File: src/rtl/xor_frame_parity.sv
// rtl/xor_frame_parity.sv - streaming per-frame LRC, parity and word count with a one-deep result register
module xor_frame_parity #(
    parameter int WIDTH = 8,
    parameter bit ODD   = 1'b0,
    parameter int CNT_W = 4
) (
    input  logic             clk,
    input  logic             rst_n,
    input  logic             in_valid,
    output logic             in_ready,
    input  logic [WIDTH-1:0] in_data,
    input  logic             in_last,
    input  logic             exp_parity,
    output logic             out_valid,
    input  logic             out_ready,
    output logic [WIDTH-1:0] out_lrc,
    output logic             out_parity,
    output logic             out_err,
    output logic [CNT_W-1:0] out_count,
    output logic             out_sat
);

    typedef enum logic {
        ST_ACC  = 1'b0,
        ST_HOLD = 1'b1
    } state_t;

    state_t             r_state;
    state_t             w_state_next;

    logic [WIDTH-1:0]   r_acc_lrc;
    logic [CNT_W-1:0]   r_acc_cnt;
    logic               r_acc_sat;

    logic [WIDTH-1:0]   r_out_lrc;
    logic               r_out_parity;
    logic               r_out_err;
    logic [CNT_W-1:0]   r_out_count;
    logic               r_out_sat;

    logic               w_in_ready;
    logic               w_accept;
    logic               w_load;
    logic [WIDTH-1:0]   w_lrc_next;
    logic               w_cnt_full;
    logic [CNT_W-1:0]   w_cnt_next;
    logic               w_sat_next;
    logic               w_parity_next;

    // One-deep output: a held result may be popped and replaced in the same cycle.
    assign w_in_ready    = (r_state == ST_ACC) || out_ready;
    assign w_accept      = in_valid && w_in_ready;
    assign w_load        = w_accept && in_last;

    assign w_lrc_next    = r_acc_lrc ^ in_data;
    assign w_cnt_full    = &r_acc_cnt;
    assign w_cnt_next    = w_cnt_full ? r_acc_cnt : r_acc_cnt + CNT_W'(1);
    assign w_sat_next    = r_acc_sat | w_cnt_full;
    assign w_parity_next = (^w_lrc_next) ^ ODD;

    always_comb begin
        w_state_next = r_state;
        if (w_load) begin
            w_state_next = ST_HOLD;
        end else if ((r_state == ST_HOLD) && out_ready) begin
            w_state_next = ST_ACC;
        end
    end

    always_ff @(posedge clk or negedge rst_n) begin
        if (!rst_n) begin
            r_state <= ST_ACC;
        end else begin
            r_state <= w_state_next;
        end
    end

    // Accumulators clear on the last beat so the next frame starts from zero.
    always_ff @(posedge clk or negedge rst_n) begin
        if (!rst_n) begin
            r_acc_lrc <= '0;
            r_acc_cnt <= '0;
            r_acc_sat <= 1'b0;
        end else if (w_accept) begin
            if (in_last) begin
                r_acc_lrc <= '0;
                r_acc_cnt <= '0;
                r_acc_sat <= 1'b0;
            end else begin
                r_acc_lrc <= w_lrc_next;
                r_acc_cnt <= w_cnt_next;
                r_acc_sat <= w_sat_next;
            end
        end
    end

    always_ff @(posedge clk or negedge rst_n) begin
        if (!rst_n) begin
            r_out_lrc    <= '0;
            r_out_parity <= ODD;
            r_out_err    <= 1'b0;
            r_out_count  <= '0;
            r_out_sat    <= 1'b0;
        end else if (w_load) begin
            r_out_lrc    <= w_lrc_next;
            r_out_parity <= w_parity_next;
            r_out_err    <= w_parity_next ^ exp_parity;
            r_out_count  <= w_cnt_next;
            r_out_sat    <= w_sat_next;
        end
    end

    assign in_ready   = w_in_ready;
    assign out_valid  = (r_state == ST_HOLD);
    assign out_lrc    = r_out_lrc;
    assign out_parity = r_out_parity;
    assign out_err    = r_out_err;
    assign out_count  = r_out_count;
    assign out_sat    = r_out_sat;

endmodule

File: config.mk
export PLATFORM = sky130hd
export DESIGN_NAME = xor_frame_parity
export DESIGN_NICKNAME = d
export VERILOG_FILES = /design/src/rtl/xor_frame_parity.sv
export SDC_FILE = /design/constraint.sdc
export NUM_CORES = 1
export LEC_CHECK = 0
export ABC_AREA = 1
export CAP_MARGIN = 20
export CORE_UTILIZATION = 55
export DETAILED_ROUTE_END_ITERATION = 7
export PLACE_DENSITY = 0.88
export SYNTH_ARGS = -nofsm -noshare
export SYNTH_HDL_FRONTEND = slang
export SYNTH_SLANG_ARGS = --single-unit
File: constraint.sdc
create_clock -name clk -period 2.3 [get_ports clk]
set_clock_uncertainty 0.2 [all_clocks]
set_input_delay 0.46 -clock clk [delete_from_list [all_inputs] [get_ports clk]]
set_output_delay 0.46 -clock clk [all_outputs]
set_load 0.01 [all_outputs]
==> flow_summary.json <==
{
  "outcome": "completed",
  "grt_usage_pct": 22.4,
  "syn_inst": 208,
  "gp_congestion": 0.773,
  "wl_um": 3140,
  "critPathKind": "input pin to output pin",
  "p_leak_nw": 1.03,
  "fin_crit_sh_pct": 95.6,
  "io_buffers": 30,
  "cts_buffers": 5,
  "totalPowerFinal_mw": 1.62,
  "fp.dieW_um": 55.5,
  "post_drt_wl_per_cell_um": 11.4,
  "antenna_cells": 0,
  "drv_slew": 0,
  "yosysWarnings": 0,
  "clk_pin_slew_ns": 0.09,
  "slowest_delay_ns": 0.53,
  "crit_path_end_kind": "output pin",
  "antenna_found_initial": 0,
  "peakVddDrop_mv": 0.767,
  "arrival_ns": 1.54,
  "ctsLongestPathBuffers": 2,
  "final_nets": 258,
  "setup_viol_count_final": 0,
  "synth.distinct_cells": 20,
  "slew_headroom_pct": 65.4,
  "synth.avg_cell_area_um2": 7.58,
  "route.detailed.drc": 0,
  "hold_viol": 0,
  "drive_above_1_share_pct": 22.5,
  "drt-pass1-iter-count": 4,
  "post_cts.repair.setup_buffers": 0,
  "crit_fanout": 3,
  "vias": 1390,
  "cts_hold_buf": 0,
  "via_per_inst": 5.05,
  "cp.required_ns": 1.64,
  "rsz0062_at_grt": "no",
  "critical_path.cell_chain": "clkdlybuf4s50_1 -> inv_1 -> nand2_2 -> clkdlybuf4s50_1",
  "clockRootBuffer": "clkbuf_4",
  "cts_htree_levels": 2,
  "register_area_um2": 726,
  "ys_seq_area_share_pct": 46.0,
  "grt_max_degree": 30,
  "syn_area_um2": 1580,
  "cpMostUsedCell": "clkdlybuf4s50_1",
  "first_iter_violations": 69,
  "power_density_nw_per_um2": 813,
  "max_freq_mhz": 455,
  "die_h_um": 55.5,
  "worst_pin_slew_ns": 0.518,
  "floorplan.initialDensity_pct": 57.7,
  "grt_pass1_vias": 1311,
  "cap_violations": 0,
  "grt_pass1_wl_um": 5260,
  "num_rows": 19,
  "cts_resized": 0,
  "core_area_um2": 2730,
  "worst_path_max_delay_cell": "clkdlybuf4s50_1",
  "clock_latency_ns": 0.34,
  "dieArea_um2": 3080,
  "yosys_register_bits": 29,
  "finalSetupTns_ns": 0,
  "gr-total-overflow": 0,
  "nFillCells": 219,
  "cts_tree": "done",
  "synth_nets": 223,
  "fin_crit_ns": 2.20,
  "antenna_left": 0,
  "ioPinCount": 31,
  "worst_setup_path_start_kind": "input pin",
  "place_hpwl_um": 2120,
  "hold_class": "input pin to asynchronous set/reset pin",
  "area_delta_synth_final_pct": 26.2,
  "multiInputGateArea_um2": 708,
  "clock-sinks": 29
}
[synth_stat cells]
library cell   n  share of area, %
buf_2          3              0.95
nand3_1        4               1.3
inv_2         10               2.4
a21oi_1        1              0.32
buf_6          1              0.71
or2_2          1              0.40
ha_1           1              0.79
xor2_1         1              0.56
o21ai_2        6               3.3
nor3_1         1              0.32
nand2_2       28                11
dfrtp_1       29                46
nor2_1         3              0.71
o21ai_1        1              0.32
o21a_1         1              0.48
nor2_2         1              0.40
nand2_1       76                18
o22ai_1       10               4.0
inv_1         21               5.0
o21ai_0        9               2.9
[metal layers]
| metal | GRT usage, % | part of all wire, % |
|---|---|---|
| met1 | 26.0 | 45 |
| met2 | 37.9 | 49 |
| met3 | 7.03 | 3.6 |
| met4 | 10.0 | 2.1 |
| met5 | 0 | 0 |
[worst paths after layout]
check                              from           end  slack (ns)  cells past startpoint
hold reg to reg              out_lrc[5]    out_lrc[5]        0.29                      2
setup reg to reg           r_acc_cnt[0]  r_acc_cnt[1]        0.65                      7
setup / recovery              out_ready      in_ready        0.10                      4
hold / removal                    rst_n  out_count[2]        0.29                      2
max in group asynchronous         rst_n  r_acc_lrc[6]        1.34                      2
min in group clk             out_lrc[5]    out_lrc[5]        0.29                      2
[state kept, by name, indices dropped and copies added (netlist names)]
name        count
out_lrc         8
out_valid       1
out_err         1
out_count       4
r_acc_sat       1
out_parity      1
r_acc_cnt       4
out_sat         1
r_acc_lrc       8
[metrics by stage]
stage / hold WS (ns) / std cells / util, % / cell area (µm²) / setup WS, ns
2_1_floorplan: -0.0356 / 208 / - / 1580 / 0.759
3_3_place_gp: 0.265 / 267 / 69.7 / 1900 / 0.0993
3_5_place_dp: 0.268 / 267 / 69.7 / 1900 / 0.0958
4_1_cts: 0.289 / 275 / 72.8 / 1990 / 0.0935
5_1_grt: 0.309 / 275 / 72.8 / 1990 / 0.0573
6_report: 0.287 / 275 / 72.8 / 1990 / 0.101
[final cells by class]
cell class | instances | area share [%]
multi-input cells | 144 | 35.6
flip-flops and latches | 29 | 36.5
clock buffers | 7 | 2.77
well taps | 31 | 1.95
repair buffers | 32 | 15.8
inverters | 31 | 5.85
clock inverters | 1 | 1.51
[cells by family after synthesis]
family	after synthesis	share of synthesized area, %
adder cells (fa/ha/maj)	1	0.794
flip-flops	29	46.0
AND/OR/NAND/NOR	114	32.3
XOR/XNOR	1	0.556
AO/OA/AOI/OAI	28	11.3
buffers and inverters	35	9.05
[critical path: cells and delay by family]
family,cells,cell delay [ns]
buffers and inverters,3,1.02
and+or+nand+nor,1,0.06
[cell usage in the layout, fill, tap and decap left out]
master	netlist	final
or2_2	1	1
dfrtp_1	29	29
o21ai_1	1	1
clkbuf_8	0	1
clkdlybuf4s50_1	0	30
xor2_1	1	1
o21ai_2	6	6
clkbuf_4	0	5
nand3_1	4	4
o21a_1	1	1
o21ai_0	9	9
inv_1	21	21
buf_4	0	2
nor3_1	1	1
nor2_1	3	3
nand2_2	28	28
o22ai_1	10	10
inv_2	10	10
a21oi_1	1	1
ha_1	1	1
bufinv_16	0	1
nand2_1	76	76
nor2_2	1	1
clkbuf_1	0	1
[where the power goes]
| part | switching [mW] | internal, mW |
|---|---|---|
| Clock | 0.187 | 0.259 |
| Sequential | 0.0548 | 0.596 |
| Combinational | 0.277 | 0.243 |
| Total | 0.520 | 1.10 |
Note: power is estimated with default switching activity, not from simulation.
